**src/rtl/piece_drop_ctrl_pkg.sv**
```systemverilog
`default_nettype none
// ============================================================================
// Module      : piece_drop_ctrl_pkg
// Description : Shared widths, default playfield geometry, lifecycle state
//               encodings and a small helper for the piece drop controller.
// Revision    : 1.0  initial release
// ============================================================================
package piece_drop_ctrl_pkg;

    // Pixel coordinate width for ref_x / ref_y
    localparam int unsigned c_POS_W = 10;

    // Lifecycle state encodings
    localparam int unsigned c_STATE_W = 3;
    typedef logic [c_STATE_W-1:0] state_t;

    localparam state_t c_ST_IDLE       = 3'd0;
    localparam state_t c_ST_SPAWN      = 3'd1;
    localparam state_t c_ST_FALL       = 3'd2;
    localparam state_t c_ST_LOCK_DELAY = 3'd3;
    localparam state_t c_ST_LOCKED     = 3'd4;

    // Larger of two unsigned values, used to size the shared tick counters
    function automatic int unsigned max_u(input int unsigned a, input int unsigned b);
        return (a > b) ? a : b;
    endfunction

endpackage
`default_nettype wire

```
**src/rtl/piece_drop_ctrl_gravity_timer.sv**
```systemverilog
`default_nettype none
// ============================================================================
// Module      : gravity_timer
// Description : Counts frame ticks and emits a one-cycle step pulse on the
//               tick that brings the count up to the threshold, then restarts.
//               The threshold may change mid-count; the running count is
//               simply compared against the new value.
// Revision    : 1.0  initial release
// ============================================================================
module gravity_timer #(
    parameter int unsigned CNT_W = 5
) (
    input  logic             clk,
    input  logic             rst,
    input  logic             i_frame_tick,
    input  logic             i_clear,
    input  logic [CNT_W-1:0] i_threshold,
    output logic             o_step
);

    logic [CNT_W-1:0] r_cnt;
    logic [CNT_W-1:0] w_cnt_inc;
    logic             w_reached;

    // Count value after this tick and whether it meets the threshold
    always_comb begin
        w_cnt_inc = r_cnt + CNT_W'(1);
        w_reached = (w_cnt_inc >= i_threshold);
        o_step    = i_frame_tick & ~i_clear & w_reached;
    end

    // Tick counter: held at zero while cleared, wraps to zero on each step
    always_ff @(posedge clk) begin
        if (rst || i_clear) begin
            r_cnt <= '0;
        end else if (i_frame_tick) begin
            r_cnt <= w_reached ? '0 : w_cnt_inc;
        end
    end

endmodule
`default_nettype wire

```
**src/rtl/piece_drop_ctrl.sv**
```systemverilog
`default_nettype none
// ============================================================================
// Module      : piece_drop_ctrl
// Description : Owns the falling piece reference position and its lifecycle
//               (spawn, fall, lock delay, lock). Gravity and lock delay are
//               timed in frame ticks; sideways moves and lock-now come from
//               rising edges of debounced buttons.
// Revision    : 1.0  initial release
// ============================================================================
module piece_drop_ctrl
    import piece_drop_ctrl_pkg::*;
#(
    parameter int unsigned SIZE          = 16,
    parameter int unsigned FLOOR_Y       = 480,
    parameter int unsigned SPAWN_X       = 304,
    parameter int unsigned SPAWN_Y       = 0,
    parameter int unsigned X_MIN         = 0,
    parameter int unsigned X_MAX         = 560,
    parameter int unsigned GRAVITY_TICKS = 30,
    parameter int unsigned SOFT_TICKS    = 3,
    parameter int unsigned LOCK_TICKS    = 15
) (
    input  logic               clk,
    input  logic               reset,
    input  logic               frame_tick,
    input  logic               start,
    input  logic               btn_left,
    input  logic               btn_right,
    input  logic               btn_down,
    input  logic               left_block,
    input  logic               right_block,
    input  logic               stop,
    output logic [c_POS_W-1:0] ref_x,
    output logic [c_POS_W-1:0] ref_y,
    output logic               piece_active,
    output logic               lock,
    output logic               spawn_req
);

    localparam int unsigned c_CNT_W = $clog2(max_u(GRAVITY_TICKS, LOCK_TICKS) + 1);

    localparam logic [c_POS_W-1:0] c_SIZE        = c_POS_W'(SIZE);
    localparam logic [c_POS_W-1:0] c_SPAWN_X     = c_POS_W'(SPAWN_X);
    localparam logic [c_POS_W-1:0] c_SPAWN_Y     = c_POS_W'(SPAWN_Y);
    localparam logic [c_POS_W-1:0] c_X_MIN       = c_POS_W'(X_MIN);
    localparam logic [c_POS_W-1:0] c_X_MAX       = c_POS_W'(X_MAX);
    localparam logic [c_POS_W-1:0] c_LAST_ROW_Y  = c_POS_W'(FLOOR_Y - SIZE);

    localparam logic [c_CNT_W-1:0] c_GRAV_THR    = c_CNT_W'(GRAVITY_TICKS);
    localparam logic [c_CNT_W-1:0] c_SOFT_THR    = c_CNT_W'(SOFT_TICKS);
    localparam logic [c_CNT_W-1:0] c_LOCK_THR    = c_CNT_W'(LOCK_TICKS);

    state_t               r_state;
    state_t               w_state_next;

    logic [c_POS_W-1:0]   r_ref_x;
    logic [c_POS_W-1:0]   r_ref_y;

    logic                 r_left_d;
    logic                 r_right_d;
    logic                 r_down_d;

    logic                 w_left_edge;
    logic                 w_right_edge;
    logic                 w_down_edge;
    logic                 w_active;
    logic                 w_floor_hit;
    logic                 w_move_left;
    logic                 w_move_right;
    logic [c_CNT_W-1:0]   w_grav_thr;
    logic                 w_grav_clear;
    logic                 w_lock_clear;
    logic                 w_grav_step;
    logic                 w_lock_step;

    // Button edges, floor detection and legality of sideways moves
    always_comb begin
        w_left_edge  = btn_left  & ~r_left_d;
        w_right_edge = btn_right & ~r_right_d;
        w_down_edge  = btn_down  & ~r_down_d;
        w_active     = (r_state == c_ST_FALL) || (r_state == c_ST_LOCK_DELAY);
        // The last-row guard catches an empty shape whose stop never fires
        w_floor_hit  = stop || (r_ref_y == c_LAST_ROW_Y);
        // Opposing edges in the same cycle cancel out
        w_move_left  = w_active && w_left_edge && !w_right_edge &&
                       !left_block && (r_ref_x > c_X_MIN);
        w_move_right = w_active && w_right_edge && !w_left_edge &&
                       !right_block && (r_ref_x < c_X_MAX);
        w_grav_thr   = btn_down ? c_SOFT_THR : c_GRAV_THR;
        // Each timer restarts from zero whenever its state is (re)entered
        w_grav_clear = (r_state != c_ST_FALL);
        w_lock_clear = (r_state != c_ST_LOCK_DELAY);
    end

    gravity_timer #(
        .CNT_W        (c_CNT_W)
    ) u_grav_timer (
        .clk          (clk),
        .rst          (reset),
        .i_frame_tick (frame_tick),
        .i_clear      (w_grav_clear),
        .i_threshold  (w_grav_thr),
        .o_step       (w_grav_step)
    );

    gravity_timer #(
        .CNT_W        (c_CNT_W)
    ) u_lock_timer (
        .clk          (clk),
        .rst          (reset),
        .i_frame_tick (frame_tick),
        .i_clear      (w_lock_clear),
        .i_threshold  (c_LOCK_THR),
        .o_step       (w_lock_step)
    );

    // Delayed button copies for rising-edge detection
    always_ff @(posedge clk) begin
        if (reset) begin
            r_left_d  <= 1'b0;
            r_right_d <= 1'b0;
            r_down_d  <= 1'b0;
        end else begin
            r_left_d  <= btn_left;
            r_right_d <= btn_right;
            r_down_d  <= btn_down;
        end
    end

    // Lifecycle state register
    always_ff @(posedge clk) begin
        if (reset) begin
            r_state <= c_ST_IDLE;
        end else begin
            r_state <= w_state_next;
        end
    end

    // Lifecycle next-state logic
    always_comb begin
        w_state_next = r_state;
        case (r_state)
            c_ST_IDLE: begin
                if (start) begin
                    w_state_next = c_ST_SPAWN;
                end
            end
            c_ST_SPAWN: begin
                w_state_next = c_ST_FALL;
            end
            c_ST_FALL: begin
                if (w_grav_step && w_floor_hit) begin
                    w_state_next = c_ST_LOCK_DELAY;
                end
            end
            c_ST_LOCK_DELAY: begin
                // Losing support wins over any pending lock request
                if (!w_floor_hit) begin
                    w_state_next = c_ST_FALL;
                end else if (w_lock_step || w_down_edge) begin
                    w_state_next = c_ST_LOCKED;
                end
            end
            c_ST_LOCKED: begin
                w_state_next = c_ST_SPAWN;
            end
            default: begin
                w_state_next = c_ST_IDLE;
            end
        endcase
    end

    // Lifecycle outputs decoded from the current state
    always_comb begin
        piece_active = w_active;
        lock         = (r_state == c_ST_LOCKED);
        spawn_req    = (r_state == c_ST_SPAWN);
    end

    // Reference position: spawn load, sideways moves and gravity steps
    always_ff @(posedge clk) begin
        if (reset) begin
            r_ref_x <= c_SPAWN_X;
            r_ref_y <= c_SPAWN_Y;
        end else if (r_state == c_ST_SPAWN) begin
            r_ref_x <= c_SPAWN_X;
            r_ref_y <= c_SPAWN_Y;
        end else begin
            if (w_move_left) begin
                r_ref_x <= r_ref_x - c_SIZE;
            end else if (w_move_right) begin
                r_ref_x <= r_ref_x + c_SIZE;
            end
            if ((r_state == c_ST_FALL) && w_grav_step && !w_floor_hit) begin
                r_ref_y <= r_ref_y + c_SIZE;
            end
        end
    end

    assign ref_x = r_ref_x;
    assign ref_y = r_ref_y;

endmodule
`default_nettype wire

```
**config.mk**
```make
export PLATFORM = sky130hd
export DESIGN_NAME = piece_drop_ctrl
export DESIGN_NICKNAME = d
export VERILOG_FILES = /design/src/rtl/piece_drop_ctrl_pkg.sv /design/src/rtl/piece_drop_ctrl_gravity_timer.sv /design/src/rtl/piece_drop_ctrl.sv
export SDC_FILE = /design/constraint.sdc
export NUM_CORES = 1
export LEC_CHECK = 0
export BUFFER_PORTS_ARGS = -buffer_cell sky130_fd_sc_hd__buf_2
export CAP_MARGIN = 20
export CORE_MARGIN = 1
export CORE_UTILIZATION = 35
export CTS_BUF_LIST = sky130_fd_sc_hd__clkbuf_8
export DETAILED_ROUTE_END_ITERATION = 16
export PLACE_DENSITY_LB_ADDON = 0.15
export SLEW_MARGIN = 40
export SYNTH_ARGS = -nofsm -noshare
export SYNTH_HDL_FRONTEND = slang
export SYNTH_SLANG_ARGS = --single-unit
```
**constraint.sdc**
```tcl
create_clock -name clk -period 3.2 [get_ports clk]
set_input_delay 0.8 -clock clk [delete_from_list [all_inputs] [get_ports clk]]
set_output_delay 0.8 -clock clk [all_outputs]
set_load 0.005 [all_outputs]
```
==> flow_results.xml <==
<?xml version="1.0" encoding="UTF-8"?>
<metrics>
  <group name="yosys">
    <metric name="synth_unique_cells" unit="">45</metric>
    <metric name="synth_edf_count" unit="">0</metric>
    <metric name="ys_ff_latch" unit="">28</metric>
    <metric name="synth_cells" unit="">200</metric>
    <metric name="synth_ff_type" unit="">sky130_fd_sc_hd__dfxtp_1</metric>
    <metric name="synthAdderAreaFrac" unit="%">10.7</metric>
    <metric name="synth_area" unit="µm²">1700</metric>
    <metric name="synth_top_family_by_area" unit="">simple AND/OR/NAND/NOR gates</metric>
    <metric name="synthMuxAreaShare" unit="%">2.94</metric>
    <metric name="post_synth_and_or_nand_nor_area_fraction" unit="%">21.8</metric>
    <metric name="seq_total_area_yosys" unit="%">32.9</metric>
    <metric name="synth_area_per_cell" unit="µm²">8.51</metric>
    <metric name="ys_warn_count" unit="">0</metric>
    <metric name="parity_gate_share_of_the_synthesized_area_counting_xor_and_xnor_cells" unit="%">5.15</metric>
    <metric name="proportion_of_register_bits_with_asynchronous_set_or_reset_after_synthesis" unit="%">0</metric>
    <metric name="synth_compound_area_share" unit="%">19.3</metric>
  </group>
  <group name="clock_tree">
    <metric name="h-tree-depth" unit="">1</metric>
    <metric name="cts.root.buffer_cell" unit="">sky130_fd_sc_hd__clkbuf_8</metric>
    <metric name="worst_setup_hold_path_clk_slew" unit="ns">0.10</metric>
    <metric name="post-cts-setup-buffers" unit="">0</metric>
    <metric name="cts_hold_buffers" unit="">0</metric>
    <metric name="cts-root-to-sink-buffers" unit="">2</metric>
    <metric name="insertion_delay" unit="ns">0.28</metric>
    <metric name="cts_tree" unit="">done</metric>
    <metric name="cts_sinks" unit="">28</metric>
    <metric name="post_cts_resized" unit="">0</metric>
    <metric name="numCtsBuffers" unit="">3</metric>
  </group>
  <group name="timing">
    <metric name="final_max_slew_viol_count" unit="">0</metric>
    <metric name="hold-worst-slack" unit="ns">0.484</metric>
    <metric name="rsz0062_at_grt" unit="">no</metric>
    <metric name="setup-violations-final" unit="">0</metric>
    <metric name="final-hold-violation-count" unit="">0</metric>
    <metric name="finalWorstPathRequiredPeriod" unit="ns">2.82</metric>
    <metric name="fin_setup_tns" unit="ns">0</metric>
    <metric name="fin_worst_skew" unit="ns">0.00746</metric>
    <metric name="max_slew_margin" unit="%">56.6</metric>
    <metric name="worst_slew_pin_slew" unit="ns">0.646</metric>
    <metric name="max_freq" unit="MHz">354</metric>
    <metric name="finalCritPeriodShare" unit="%">88.2</metric>
  </group>
  <group name="final_layout">
    <metric name="leading_cell_type_in_the_layout_fill_and_taps_excluded" unit="">sky130_fd_sc_hd__dfxtp_1</metric>
    <metric name="final_net_count" unit="">251</metric>
    <metric name="layout-drive-gt1-share" unit="%">15.0</metric>
    <metric name="antenna_cells_inserted" unit="">0</metric>
    <metric name="area_delta_synth_final" unit="%">12.4</metric>
    <metric name="final_core_utilization" unit="%">40.8</metric>
    <metric name="most-common-layout-cells" unit="">28 x sky130_fd_sc_hd__dfxtp_1, 24 x sky130_fd_sc_hd__buf_2, 18 x sky130_fd_sc_hd__nand2_1, 18 x sky130_fd_sc_hd__a21oi_1, 13 x sky130_fd_sc_hd__ha_1</metric>
  </group>
  <group name="worst_setup_path">
    <metric name="critical_path_peak_fanout" unit="">4</metric>
    <metric name="critical_path_required" unit="ns">3.41</metric>
    <metric name="crit_arrival" unit="ns">3.03</metric>
    <metric name="worst_setup_path_startpoint" unit="">btn_right</metric>
    <metric name="critical_r2r_launch" unit="">ref_x[5]</metric>
    <metric name="crit_type" unit="">in2reg</metric>
    <metric name="crit_path_end" unit="">ref_x[9]</metric>
    <metric name="cp-end-kind" unit="">flop</metric>
    <metric name="worst_setup_path_start_kind" unit="">primary input</metric>
    <metric name="reg2reg_to" unit="">ref_x[9]</metric>
    <metric name="reg2reg_setup_slack" unit="ns">0.58</metric>
    <metric name="ff2ff_path_depth" unit="">10</metric>
  </group>
  <group name="min_path">
    <metric name="hp-class" unit="">reg2reg</metric>
  </group>
  <group name="floorplan">
    <metric name="floorplan.die.width" unit="µm">71.7</metric>
    <metric name="floorplan.rows" unit="">25</metric>
    <metric name="placeableCoreArea" unit="µm²">4690</metric>
    <metric name="die_area" unit="µm²">5140</metric>
    <metric name="num_io_pins" unit="">33</metric>
    <metric name="die_height" unit="µm">71.7</metric>
    <metric name="initial_utilization" unit="%">36.3</metric>
  </group>
  <group name="global_route">
    <metric name="antenna_found_initial" unit="">0</metric>
    <metric name="busiest_layer" unit="">met2</metric>
    <metric name="grt.met2_usage" unit="%">21.1</metric>
    <metric name="grt_pass1_vias" unit="">1235</metric>
    <metric name="overflow_left_after_global_routing" unit="">0</metric>
    <metric name="global_route.usage.total" unit="%">14.0</metric>
    <metric name="grt.met3_usage" unit="%">4.08</metric>
    <metric name="grt_first_pass_wirelength" unit="mm">5.80</metric>
    <metric name="pin_count_of_the_biggest_net_entering_global_routing" unit="">16</metric>
    <metric name="grt_use_met1" unit="%">20.2</metric>
  </group>
  <group name="drt">
    <metric name="drt_iter0_markers" unit="">102</metric>
    <metric name="detail-route-antenna-nets" unit="">0</metric>
    <metric name="detailroute.via_count" unit="">1381</metric>
    <metric name="route.detailed.drc" unit="">2</metric>
    <metric name="route.final.wire_length" unit="mm">3.38</metric>
    <metric name="drt-vias-per-instance" unit="">4.93</metric>
    <metric name="routed_wire_length_per_instance" unit="µm">12.1</metric>
    <metric name="detail_route.first_pass.iterations" unit="">10</metric>
  </group>
  <group name="power">
    <metric name="sw_ratio" unit="%">25.3</metric>
    <metric name="seqPwrFrac" unit="%">54.6</metric>
    <metric name="clkPwrFrac" unit="%">33.8</metric>
    <metric name="p_sw" unit="W">0.000169</metric>
    <metric name="combinational_group_share_of_total_power" unit="%">11.6</metric>
    <metric name="power_leakage" unit="nW">0.825</metric>
    <metric name="power_per_cell_area" unit="nW/µm²">348</metric>
    <metric name="vdd.ir_drop.worst" unit="V">0.000333</metric>
    <metric name="cell_internal_pwr" unit="W">0.000497</metric>
  </group>
  <group name="outcome">
    <metric name="failed_checks" unit="">DRC</metric>
    <metric name="run_status" unit="">complete, but fails checks</metric>
  </group>
  <group name="place">
    <metric name="io_buffer_count" unit="">24</metric>
    <metric name="gp_congestion" unit="">0.763</metric>
    <metric name="detailedPlacementHpwl" unit="mm">2.59</metric>
  </group>
  <group name="run">
    <metric name="maxCapViolCount" unit="">0</metric>
  </group>
</metrics>
-- worst min-delay path by stage --
| stage | cells after the start | slack (ns) | to | startpoint |
|---|---|---|---|---|
| 3_5_place_dp | 2 | 0.46 | u_grav_timer.r_cnt[4] | u_grav_timer.r_cnt[4] |
| 2_1_floorplan | 2 | 0.44 | u_grav_timer.r_cnt[4] | u_grav_timer.r_cnt[4] |
| 6_report | 2 | 0.48 | u_grav_timer.r_cnt[4] | u_grav_timer.r_cnt[4] |
| 3_3_place_gp | 2 | 0.46 | u_grav_timer.r_cnt[4] | u_grav_timer.r_cnt[4] |
| 4_1_cts | 2 | 0.48 | u_grav_timer.r_cnt[4] | u_grav_timer.r_cnt[4] |
| 5_1_grt | 1 | 0.50 | u_lock_timer.r_cnt[4] | u_lock_timer.r_cnt[4] |
-- power by group through the flow --
stage               registers [W]   logic, W  clock network [W]
floorplan                0.000370  0.0000599                  0
global placement         0.000372  0.0000783                  0
detailed placement       0.000372  0.0000777                  0
CTS                      0.000364  0.0000781           0.000238
global route             0.000365  0.0000873           0.000244
finish                   0.000363  0.0000771           0.000225
-- through the flow --
stage | setup WS (ns) | area [µm²] | power [W] | cells
floorplan | 0.318 | 1730 | 0.000430 | 207
CTS | 0.388 | 1910 | 0.000679 | 280
global route | 0.237 | 1910 | 0.000696 | 280
global placement | 0.136 | 1860 | 0.000450 | 276
detailed placement | 0.0893 | 1860 | 0.000449 | 276
finish | 0.377 | 1910 | 0.000665 | 280
-- critical path, cell delays in order --
cell and delay [ns]:
sky130_fd_sc_hd__buf_2 0.10, sky130_fd_sc_hd__nor2b_1 0.14, sky130_fd_sc_hd__a2111oi_0 0.49, sky130_fd_sc_hd__nand2_1 0.14
sky130_fd_sc_hd__inv_1 0.16, sky130_fd_sc_hd__ha_1 0.26, sky130_fd_sc_hd__a211oi_1 0.25, sky130_fd_sc_hd__o21bai_1 0.11
sky130_fd_sc_hd__a21oi_1 0.17, sky130_fd_sc_hd__mux2i_1 0.23, sky130_fd_sc_hd__mux2i_1 0.18
-- routing by layer --
layer / part of all wire, % / vias up
met5: 0 / -
met4: 0.59 / 0
met3: 4.3 / 2
met2: 42 / 30
met1: 53 / 604
li1: - / 745
-- logic make-up (layout without fill, tap and decap cells) --
kind of cell / count (synthesis) / in the layout
compound gates: 48 / 48
xor+xnor: 10 / 10
fa+ha+maj: 14 / 14
buf+inv: 23 / 42
flops: 28 / 28
mux: 5 / 5
other cells: 1 / 8
simple gates: 71 / 71
-- layout make-up --
cell class                      instances  area [µm²]
Sequential cell                        28         561
Clock buffer                            4        55.1
Fill cell                             465        2780
Tap cell                               54        67.6
Timing Repair Buffer                   26         135
Inverter                               12        45.0
Multi-Input combinational cell        156        1050
-- state kept, by name, summed over array words and instances (netlist names) --
register and flops:
r_left_d 1, ref_x 6, r_state 3, ref_y 6
r_right_d 1, u_grav_timer.r_cnt 5, r_down_d 1, u_lock_timer.r_cnt 5
-- cell usage after synthesis (4+ instances only) --
cell,number,share of area (%)
sky130_fd_sc_hd__nor3_1,5,1.5
sky130_fd_sc_hd__nor2b_1,8,2.9
sky130_fd_sc_hd__nor2_1,10,2.2
sky130_fd_sc_hd__buf_4,8,3.5
sky130_fd_sc_hd__nand2_1,18,4.0
sky130_fd_sc_hd__inv_1,12,2.6
sky130_fd_sc_hd__nand2b_1,5,1.8
sky130_fd_sc_hd__dfxtp_1,28,33
sky130_fd_sc_hd__a21oi_1,18,5.3
sky130_fd_sc_hd__o21ai_0,5,1.5
sky130_fd_sc_hd__xnor2_1,6,3.1
sky130_fd_sc_hd__nand3_1,9,2.6
sky130_fd_sc_hd__ha_1,13,9.6
sky130_fd_sc_hd__mux2i_1,5,2.9
sky130_fd_sc_hd__or4_1,4,1.8
sky130_fd_sc_hd__xor2_1,4,2.1
Power figures use the tool's default switching activity.
